===== src/rtl/pdm_mic_frontend.sv =====
`default_nettype none
// +----------------------------------------------------------------------------+
// | pdm_mic_frontend: mic clock generator, 1/2-channel PDM capture and boxcar |
// | decimation to saturated signed PCM. Optional macro: PDM_DC_BLOCK_EN.      |
// | Rev 1.0                                                                     |
// +----------------------------------------------------------------------------+
module pdm_mic_frontend #(
    parameter int CLK_DIV  = 32,
    parameter int DECIM    = 256,
    parameter int NUM_CH   = 1,
    parameter int OUT_W    = 16,
    parameter int DC_SHIFT = 8
) (
    input  logic                    clk_in,
    input  logic                    rst_in,
    input  logic                    enable_in,
    input  logic                    mic_data_in,
    output logic                    mic_clk_out,
    output logic                    tick_out,
    output logic [NUM_CH*OUT_W-1:0] sample_out,
    output logic                    valid_out
);
    localparam int CNT_W = $clog2(CLK_DIV);
    localparam int LOG_D = $clog2(DECIM);
    localparam int TAL_W = LOG_D + 1;
    localparam int SHIFT = OUT_W - LOG_D - 1;
    localparam int SH_L  = (SHIFT > 0) ? SHIFT : 0;
    localparam int SH_R  = (SHIFT < 0) ? -SHIFT : 0;
    localparam logic [CNT_W-1:0] CNT_HALF  = CNT_W'(CLK_DIV / 2);
    localparam logic [CNT_W-1:0] CNT_SAMP0 = CNT_W'(CLK_DIV / 2 - 1);
    localparam logic [CNT_W-1:0] CNT_LAST  = CNT_W'(CLK_DIV - 1);
    localparam logic signed [63:0] SAT_MAX = (64'sd1 <<< (OUT_W - 1)) - 64'sd1;
    localparam logic signed [63:0] SAT_MIN = -(64'sd1 <<< (OUT_W - 1));

    function automatic logic [OUT_W-1:0] saturate(input logic signed [63:0] v);
        if (v > SAT_MAX)
            return SAT_MAX[OUT_W-1:0];
        else if (v < SAT_MIN)
            return SAT_MIN[OUT_W-1:0];
        else
            return v[OUT_W-1:0];
    endfunction

    // 2*tally - DECIM rescaled so that +/-DECIM lands on full scale
    function automatic logic [OUT_W-1:0] convert(input logic [TAL_W-1:0] t);
        logic signed [63:0] s;
        s = $signed(64'(t));
        s = (s <<< 1) - 64'(DECIM);
        s = (s <<< SH_L) >>> SH_R;
        return saturate(s);
    endfunction

    logic [CNT_W-1:0] div_cnt;
    logic [CNT_W-1:0] div_nx;
    logic             en_q;
    logic [LOG_D-1:0] win_cnt;
    logic             win_end;
    logic             valid_raw;

    // First enabled cycle restarts the period at zero
    always_comb begin
        div_nx = div_cnt + CNT_W'(1);
        if (!enable_in)
            div_nx = CNT_HALF;
        else if (!en_q || div_cnt == CNT_LAST)
            div_nx = '0;
    end

    always_ff @(posedge clk_in or posedge rst_in) begin
        if (rst_in) begin
            div_cnt     <= '0;
            en_q        <= 1'b0;
            mic_clk_out <= 1'b0;
            tick_out    <= 1'b0;
        end else begin
            div_cnt     <= div_nx;
            en_q        <= enable_in;
            mic_clk_out <= enable_in && (div_nx < CNT_HALF);
            tick_out    <= enable_in && (div_nx == CNT_LAST);
        end
    end

    assign win_end = tick_out && enable_in && (&win_cnt);

    always_ff @(posedge clk_in or posedge rst_in) begin
        if (rst_in) begin
            win_cnt   <= '0;
            valid_raw <= 1'b0;
        end else begin
            valid_raw <= win_end;
            if (!enable_in)
                win_cnt <= '0;
            else if (tick_out)
                win_cnt <= win_cnt + LOG_D'(1);
        end
    end

`ifdef PDM_DC_BLOCK_EN
    localparam int ACC_W = OUT_W + DC_SHIFT + 1;

    always_ff @(posedge clk_in or posedge rst_in) begin
        if (rst_in)
            valid_out <= 1'b0;
        else
            valid_out <= valid_raw && enable_in;
    end
`else
    assign valid_out = valid_raw;
`endif

    for (genvar c = 0; c < NUM_CH; c++) begin : g_ch
        localparam logic [CNT_W-1:0] SAMP_PT = (c == 0) ? CNT_SAMP0 : CNT_LAST;

        logic [TAL_W-1:0] tally;
        logic [TAL_W-1:0] tally_nx;
        logic [OUT_W-1:0] raw;

        // Includes the bit sampled on the window-closing cycle
        assign tally_nx = tally + TAL_W'(enable_in && (div_cnt == SAMP_PT) && mic_data_in);

        always_ff @(posedge clk_in or posedge rst_in) begin
            if (rst_in) begin
                tally <= '0;
                raw   <= '0;
            end else begin
                if (!enable_in || win_end)
                    tally <= '0;
                else
                    tally <= tally_nx;
                if (win_end)
                    raw <= convert(tally_nx);
            end
        end

`ifdef PDM_DC_BLOCK_EN
        logic signed [ACC_W-1:0] acc;
        logic signed [ACC_W-1:0] mean;
        logic signed [ACC_W-1:0] x_ext;
        logic signed [ACC_W-1:0] diff;
        logic [OUT_W-1:0]        dc_q;

        assign mean  = acc >>> DC_SHIFT;
        assign x_ext = ACC_W'($signed(raw));
        assign diff  = x_ext - mean;

        always_ff @(posedge clk_in or posedge rst_in) begin
            if (rst_in) begin
                acc  <= '0;
                dc_q <= '0;
            end else if (!enable_in) begin
                acc <= '0;
            end else if (valid_raw) begin
                acc  <= acc + x_ext - mean;
                dc_q <= saturate(64'(diff));
            end
        end

        assign sample_out[c*OUT_W +: OUT_W] = dc_q;
`else
        assign sample_out[c*OUT_W +: OUT_W] = raw;
`endif
    end
endmodule
`default_nettype wire


===== config.mk =====
export PLATFORM = sky130hd
export DESIGN_NAME = pdm_mic_frontend
export DESIGN_NICKNAME = d
export VERILOG_FILES = /design/src/rtl/pdm_mic_frontend.sv
export SDC_FILE = /design/constraint.sdc
export NUM_CORES = 1
export LEC_CHECK = 0
export ABC_AREA = 0
export CORE_ASPECT_RATIO = 1.75
export CORE_MARGIN = 4
export CORE_UTILIZATION = 57
export DETAILED_ROUTE_END_ITERATION = 10
export PLACE_DENSITY = 0.94
export REMOVE_ABC_BUFFERS = 1
export SLEW_MARGIN = 20
export SYNTH_ARGS = -nofsm -noshare
export SYNTH_HDL_FRONTEND = slang
export SYNTH_SLANG_ARGS = --single-unit

===== constraint.sdc =====
create_clock -name clk_in -period 4.7 [get_ports clk_in]
set_clock_uncertainty 0.15 [all_clocks]
set_input_delay 0.94 -clock clk_in [delete_from_list [all_inputs] [get_ports clk_in]]
set_output_delay 0.94 -clock clk_in [all_outputs]
set_load 0.005 [all_outputs]

# ---- Word-level counts from Yosys, hierarchy flattened
# Index checks and enable logic that the tools add are counted.
# W data, S select, Z words.
dict set report totals {
  word_cells 37
  regBits 42
  output_inout_bits 19
}
dict set report classes {
  mux 7
  n_reduce_logical 11
  n_eq_ne 4
  add_sub_neg 4
  order_cmp 3
}
# operator count
set op_table {}
lappend op_table {{$mux W16} 2}
lappend op_table {{$gt A18 B16 Y1 const B} 1}
lappend op_table {{$lt A18 B16 Y1 const B} 1}
lappend op_table {{$mux W8} 2}
lappend op_table {{$sub A10 B9 Y11 const B} 1}
lappend op_table {{$eq A5 B5 Y1 const B} 2}
lappend op_table {{$mux W5} 2}
lappend op_table {{$add A9 B1 Y9} 1}
lappend op_table {{$mux W9} 1}
lappend op_table {{$add A8 B1 Y8 const B} 1}
lappend op_table {{$reduce_and A8 Y1} 1}
lappend op_table {{$logic_and A1 B1 Y1} 6}
lappend op_table {{$add A5 B1 Y5 const B} 1}
lappend op_table {{$eq A5 B4 Y1 const B} 1}
lappend op_table {{$lt A5 B5 Y1 const B} 1}
lappend op_table {{$logic_not A1 Y1} 2}
lappend op_table {{$logic_or A1 B1 Y1} 2}
lappend op_table {{$ne A2 B1 Y1 const B} 1}

# ---- Logic depth before layout (Yosys ltp)
# Gate-level depths: netlist of the first run.
dict set report depth {
  word_depth 8
  depth_mapped 10
  depth_no_buf 9
}

# ---- Least setup slack after synthesis of the first run
# OpenSTA, ideal clock, no wires.
dict set report synth_timing {
  kind {input to register}
  start {in mic_data_in}
  end {reg g_ch[0].raw[15] (netlist: sample_out[15])}
  cell_stages 7
  required_ns 4.432
  n_path_buf 1
  setup_slack_ns 2.203
  setup_time_ns 0.118
  t_arrival_ns 2.228
  cell_sequence {and3_1 ha_1 nand4_2 or3_1 and3_4 buf_6 a21o_1}
}
dict set report synth_between {
  elab_chain_len 6
}
# element line_no
set synth_rtl {}
lappend synth_rtl {{start: declaration} 17} ;# input logic mic_data_in,
lappend synth_rtl {{$logic_and A1 B1 Y1 (*)} 119} ;# assign tally_nx = tally + TAL_W'(enable_in && (div_cnt == SAMP_PT) && mic_data_in);
lappend synth_rtl {{$add A9 B1 Y9 (*)} 119}
lappend synth_rtl {{$sub A10 B9 Y11 (*)} 48} ;# s = (s <<< 1) - 64'(DECIM);
lappend synth_rtl {{$lt A18 B16 Y1} 38} ;# else if (v < SAT_MIN)
lappend synth_rtl {{$mux W16} 38}
lappend synth_rtl {{$mux W16 (*)} 36} ;# if (v > SAT_MAX)
lappend synth_rtl {{end signal: assignment} 131} ;# raw <= convert(tally_nx);
lappend synth_rtl {{end: declaration} 116} ;# logic [OUT_W-1:0] raw;
# Mark *: on every way between the ends. The rest lies on a longest branch, timed or not.
# A chain may end at the register's enable or synchronous reset.

# ---- Final worst setup path of the first run
dict set report layout_timing {
  start {in enable_in}
  end {reg g_ch[0].raw[15] (netlist: sample_out[15])}
}
dict set report layout_between {
  elab_chain_len 7
}
# element line_no
set layout_rtl {}
lappend layout_rtl {{start: declaration} 16} ;# input logic enable_in,
lappend layout_rtl {{$logic_and A1 B1 Y1 (2 in a row)} 119}
lappend layout_rtl {{$add A9 B1 Y9} 119}
lappend layout_rtl {{$sub A10 B9 Y11} 48}
lappend layout_rtl {{$lt A18 B16 Y1} 38}
lappend layout_rtl {{$mux W16} 38}
lappend layout_rtl {{$mux W16} 36}
# Parallel ways exist; a longest one is shown, timed or not.

==> results of run 1 <==
==> sequential cells by signal, summed over array words and instances (netlist names) <==
signal       cells
div_cnt          5
en_q             1
g_ch.tally       9
mic_clk_out      1
sample_out       9
tick_out         1
valid_out        1
win_cnt          8
==> layer usage <==
| metal | routed length (um) | up-vias |
|---|---|---|
| li1 | - | 525 |
| met1 | 1012 | 538 |
| met2 | 1640 | 50 |
| met3 | 196 | 15 |
| met4 | 84 | 0 |
| met5 | 0 | - |
==> area by class of cell <==
class / count / area share, %
timing repair buffer: 23 / 12.36
sequential: 35 / 47.55
tap: 27 / 1.834
clock buffer: 7 / 4.144
multi-input combinational: 97 / 32.61
inverter: 6 / 1.223
clock inverter: 1 / 0.2717
==> critical path, cell delays in order <==
cell and delay [ns]:
clkdlybuf4s50_1 0.61, and3_1 0.23, ha_1 0.18, nand4_2 0.15, or3_1 0.41, and3_4 0.22, a21o_1 0.18
==> worst max path at each step <==
stage	start	to	slack (ns)
3_3_place_gp	enable_in	sample_out[15]$_DFFE_PP0P_	1.62
2_1_floorplan	mic_data_in	sample_out[15]$_DFFE_PP0P_	2.29
6_report	enable_in	sample_out[15]$_DFFE_PP0P_	1.81
3_5_place_dp	enable_in	sample_out[15]$_DFFE_PP0P_	1.52
4_1_cts	enable_in	sample_out[15]$_DFFE_PP0P_	1.82
5_1_grt	enable_in	sample_out[15]$_DFFE_PP0P_	1.76
==> power by group <==
group / leakage (nW) / internal, W / switching, W
Clock: 0.0422 / 0.000104 / 0.000101
Combinational: 0.358 / 0.00000560 / 0.0000115
Sequential: 0.481 / 0.000304 / 0.00000162
Total: 0.881 / 0.000413 / 0.000114
==> synthesized netlist by cell type, types with 3 or more instances <==
library cell	count	area, sq um
nand2_1	7	26.28
xnor2_1	7	61.31
ha_1	6	75.07
nand3_1	3	15.01
xor2_1	8	70.07
dfrtp_1	35	875.8
buf_4	7	52.55
nor2_1	29	108.9
inv_1	5	18.77
and3_1	6	37.54
a21oi_1	9	45.04
o21ai_0	3	15.01
==> metrics by stage <==
stage / std cells / total power, W / setup slack (ns) / util, %
2_1_floorplan: 138 / 0.0003199 / 2.289 / -
3_3_place_gp: 188 / 0.0003274 / 1.616 / 65.44
3_5_place_dp: 188 / 0.0003284 / 1.521 / 65.44
4_1_cts: 196 / 0.0005329 / 1.823 / 68.47
5_1_grt: 196 / 0.0005472 / 1.761 / 68.47
6_report: 196 / 0.0005268 / 1.811 / 68.47
==> logic make-up after synthesis <==
family,count (synthesis)
and+or+nand+nor,61
DFF,35
xor gates and xnor gates,15
buffers and inverters,15
AOI/OAI and AO/OA,14
adders and majority gates,6
muxes,1
==> results.py, run 1 <==
metrics = {
    "status": {
        "status": "completed",
    },
    "clocking": {
        "htreeDepth": 2,
        "cts_buffer_depth": 2,
        "clock_sinks": 35,
        "cts.clk_slew.worst_paths_ns": 0.06,
        "holdBufCountCts": 0,
        "cts_tree": "yes",
        "cts_setup_buffers": 0,
        "clockRootBuffer": "clkbuf_8",
        "post_cts_resize_count": 0,
        "cts_buffers": 5,
        "clock_latency_ns": 0.29,
    },
    "worst_setup_path": {
        "r2r_slack_ns": 2.21,
        "rr_worst_depth": 9,
        "critPathCaptureType": "register",
        "arrival_ns": 2.92,
        "criticalPathCategory": "input port to register",
        "cp-start-kind": "input port",
        "crit_required_ns": 4.73,
        "worstPathMaxFanout": 9,
        "regToRegStartpoint": "div_cnt[0]$_DFF_PP0_",
        "regToRegEndpoint": "sample_out[15]$_DFFE_PP0P_",
    },
    "detailed_routing": {
        "via_per_inst": 5.755,
        "drt_first_pass_iters": 4,
        "vias": 1128,
        "avgRoutedWirePerCell_um": 14.96,
        "drtAntennaViolNets": 0,
        "first_iter_violations": 29,
        "drt_wl_total_um": 2933,
        "drc": 0,
    },
    "floorplanning": {
        "die_w_um": 47.73,
        "die_height_um": 77.52,
        "rows": 25,
        "initial_utilization_pct": 58.51,
        "die_area_sq_um": 3699,
        "ios": 23,
        "fp.coreArea_sq_um": 2690,
    },
    "yosys": {
        "synthAdderAreaFrac_pct": 4.769,
        "synth_top_family_by_area": "simple AND/OR/NAND/NOR gates",
        "synth_seq_area_share_pct": 55.64,
        "synthCells": 147,
        "synth_mux_area_share_pct": 0.6359,
        "synth_compound_area_share_pct": 5.087,
        "async_flop_share_pct": 100.0,
        "synthSimpleGateAreaFrac_pct": 19.32,
        "avgSynthCellArea_sq_um": 10.71,
        "netlist-cell-type-count": 29,
        "ys.flop_type": "dfrtp_1",
        "synth_edf_count": 0,
        "synth_xor_xnor_area_share_pct": 8.347,
        "synth-seq-cells": 35,
        "netlist_area_sq_um": 1574,
        "yosys_warnings": 0,
    },
    "final_layout": {
        "design_area_sq_um": 1842,
        "drive_gt1_share_pct": 6.509,
        "register_area_sq_um": 875.8,
        "finish.net_count": 178,
        "layout_common_cells": "35 x dfrtp_1, 29 x nor2_1, 22 x clkdlybuf4s50_1",
        "antenna_cells": 0,
        "multi_input_area_sq_um": 600.6,
        "synthToLayoutAreaGrowth_pct": 17.01,
        "fillers": 193,
        "final_common_cell": "dfrtp_1",
    },
    "timing": {
        "tightestPinTransition_ns": 0.6008,
        "setup_viol": 0,
        "whs_ns": 0.3544,
        "drv_slew": 0,
        "hold_viol": 0,
        "grt_setup_unrepaired": "false",
        "period_needed_ns": 2.889,
        "fin_crit_sh_pct": 61.46,
        "relSlewSlack_pct": 59.70,
        "fmax_mhz": 346.2,
        "tns_ns": 0,
    },
    "global_routing": {
        "grtUsageTotal_pct": 17.71,
        "grt_pass1_vias": 1067,
        "busiest_layer": "met2",
        "grt_max_degree": 27,
        "use_met3_pct": 5.800,
        "antenna_found_initial": 0,
        "grt_util_met1_pct": 18.38,
        "use_met2_pct": 29.84,
        "grt_pass1_wl_um": 4678,
        "grt_remaining_overflow": 0,
    },
    "placement": {
        "placed_area_sq_um": 1760,
        "hpwlAfterDp_um": 2259,
        "portBuffers": 22,
        "gp_congestion": 0.8432,
    },
    "pwr": {
        "power.density_nw_per_um2": 286.0,
        "leakage_nw": 0.8809,
        "ir_drop_mv": 0.2861,
    },
    "worst_hold_path": {
        "min_path_type": "register to register",
        "worst_hold_path.endpoint": "div_cnt[0]$_DFF_PP0_",
        "worstHoldPathCells": 1,
        "min-delay-start": "div_cnt[0]$_DFF_PP0_",
    },
    "flow_run": {
        "cap_viol_max_count": 0,
    },
}
(Power assumes the default switching activity.)
==> run 2: changes to the inputs <==
CORE_UTILIZATION = 53   (was 57)
PLACE_DENSITY = 0.89   (was 0.94)
clock period = 2.75 ns   (was 4.7 ns; I/O delays follow)
==> results.py, run 2 (synthesis results as in run 1) <==
metrics = {
    "timing": {
        "period_needed_ns": 2.518,
        "fin_crit_sh_pct": 91.56,
        "tightestPinTransition_ns": 0.5951,
        "relSlewSlack_pct": 60.09,
        "grt_setup_unrepaired": "false",
        "hold_viol": 0,
        "fmax_mhz": 397.2,
        "tns_ns": 0,
        "setup_viol": 0,
        "drv_slew": 0,
    },
    "clocking": {
        "cts_tree": "yes",
        "htreeDepth": 2,
        "cts_setup_buffers": 0,
        "clock_latency_ns": 0.28,
        "clockRootBuffer": "clkbuf_8",
        "clock_sinks": 35,
        "cts_buffer_depth": 2,
        "cts_buffers": 5,
        "post_cts_resize_count": 0,
        "holdBufCountCts": 0,
        "cts.clk_slew.worst_paths_ns": 0.06,
    },
    "pwr": {
        "p_clk_share_pct": 41.6,
        "p_sw_share_pct": 19.83,
        "power_w": 0.0009453,
        "power.density_nw_per_um2": 504.0,
        "p_sw_w": 0.0001875,
        "p_comb_share_pct": 3.2,
        "ir_drop_mv": 0.5308,
        "pwr-share-seq_pct": 55.2,
        "internal_power_w": 0.0007578,
        "leakage_nw": 0.9005,
    },
    "floorplanning": {
        "die_height_um": 80.09,
        "initial_utilization_pct": 56.54,
        "die_area_sq_um": 3940,
        "rows": 25,
        "die_w_um": 49.20,
        "fp.coreArea_sq_um": 2784,
        "ios": 23,
    },
    "global_routing": {
        "grt_pass1_wl_um": 5092,
        "grt_remaining_overflow": 0,
        "grtUsageTotal_pct": 17.49,
        "antenna_found_initial": 0,
        "grt_pass1_vias": 1147,
        "grt_max_degree": 36,
    },
    "worst_setup_path": {
        "arrival_ns": 2.55,
        "cp.depth": 9,
        "rr_worst_depth": 9,
        "critPathCaptureType": "register",
        "cp-start-kind": "register",
        "criticalPathCategory": "register to register",
        "cp_common_cell": "ha_1",
        "crit_required_ns": 2.78,
        "worstPathMaxFanout": 9,
        "crit_path_top_delay_cell": "or3_1",
        "critical_path_buf_inv_count": 0,
        "critical-path-max-stage-delay_ns": 0.41,
        "crit_chain": "ha_1, and3_1, ha_1, and3_1, ha_1, nand4_2, or3_1, and3_4, a21o_1",
        "cp_top_family": "simple AND/OR/NAND/NOR gates",
    },
    "final_layout": {
        "drive_gt1_share_pct": 8.187,
        "finish.net_count": 180,
        "layout_common_cells": "35 x dfrtp_1, 29 x nor2_1, 22 x clkdlybuf4s50_1",
        "final_common_cell": "dfrtp_1",
        "synthToLayoutAreaGrowth_pct": 19.16,
        "antenna_cells": 0,
    },
    "detailed_routing": {
        "via_per_inst": 5.667,
        "first_iter_violations": 32,
        "drc": 0,
        "drt_wl_total_um": 2882,
        "vias": 1122,
        "avgRoutedWirePerCell_um": 14.56,
        "drt_first_pass_iters": 4,
        "drtAntennaViolNets": 0,
    },
    "placement": {
        "hpwlAfterDp_um": 2149,
        "portBuffers": 22,
        "gp_congestion": 0.7731,
    },
    "worst_hold_path": {
        "min_path_type": "register to register",
        "worstHoldPathCells": 1,
    },
    "status": {
        "status": "completed",
    },
    "flow_run": {
        "cap_viol_max_count": 0,
    },
}
-- run 2: worst reg2reg max path: stages (launching register included) --
cell and delay [ns]:
dfrtp_1 0.40, ha_1 0.20, and3_1 0.20, ha_1 0.14, and3_1 0.18, ha_1 0.18
nand4_2 0.15, or3_1 0.41, and3_4 0.22, a21o_1 0.18
-- run 2: layout make-up --
cell class,count,area [sq um]
inverters,6,22.52
multi-input cells,97,600.6
repair buffers,25,242.7
fillers,201,908.4
well taps,27,33.78
clock buffers,8,100.1
flip-flops and latches,35,875.8
-- run 2: metrics by stage --
| step | instance area [sq um] | worst slack [ns] | hold slack [ns] | std cells | util [%] |
|---|---|---|---|---|---|
| 6_report | 1876 | 0.2321 | 0.3536 | 198 | 67.37 |
| 5_1_grt | 1876 | 0.07623 | 0.3671 | 198 | 67.37 |
| 4_1_cts | 1876 | 0.2228 | 0.3531 | 198 | 67.37 |
| 3_5_place_dp | 1775 | 0.1206 | 0.3450 | 190 | 63.78 |
| 3_3_place_gp | 1775 | 0.1650 | 0.3184 | 190 | 63.78 |
| 2_1_floorplan | 1499 | 0.4269 | 0.3054 | 138 | - |
-- run 2: layer usage --
| metal | up-vias | track usage, % | wire, um |
|---|---|---|---|
| met3 | 10 | 5.009 | 152 |
| met4 | 0 | 10.54 | 102 |
| met2 | 41 | 32.39 | 1612 |
| met5 | - | 0 | 0 |
| met1 | 547 | 16.55 | 1014 |
| li1 | 524 | - | - |
-- run 2: path summary, 6_finish.rpt --
kind	startpoint	end	slack [ns]
min reg2reg	div_cnt[0]$_DFF_PP0_	div_cnt[0]$_DFF_PP0_	0.35
max reg2reg	div_cnt[0]$_DFF_PP0_	sample_out[15]$_DFFE_PP0P_	0.23
min	div_cnt[0]$_DFF_PP0_	div_cnt[0]$_DFF_PP0_	0.35
max in group asynchronous	rst_in	en_q$_DFF_PP0_	1.64
min in group asynchronous	rst_in	sample_out[14]$_DFFE_PP0P_	0.50
max	div_cnt[0]$_DFF_PP0_	sample_out[15]$_DFFE_PP0P_	0.23
-- run 2: power groups by stage --
stage               logic (W)  registers, W  clock network [W]
floorplan           0.0000163      0.000531                  0
global placement    0.0000303      0.000531                  0
detailed placement  0.0000312      0.000531                  0
CTS                 0.0000314      0.000521           0.000405
global route        0.0000347      0.000521           0.000427
finish              0.0000306      0.000522           0.000393
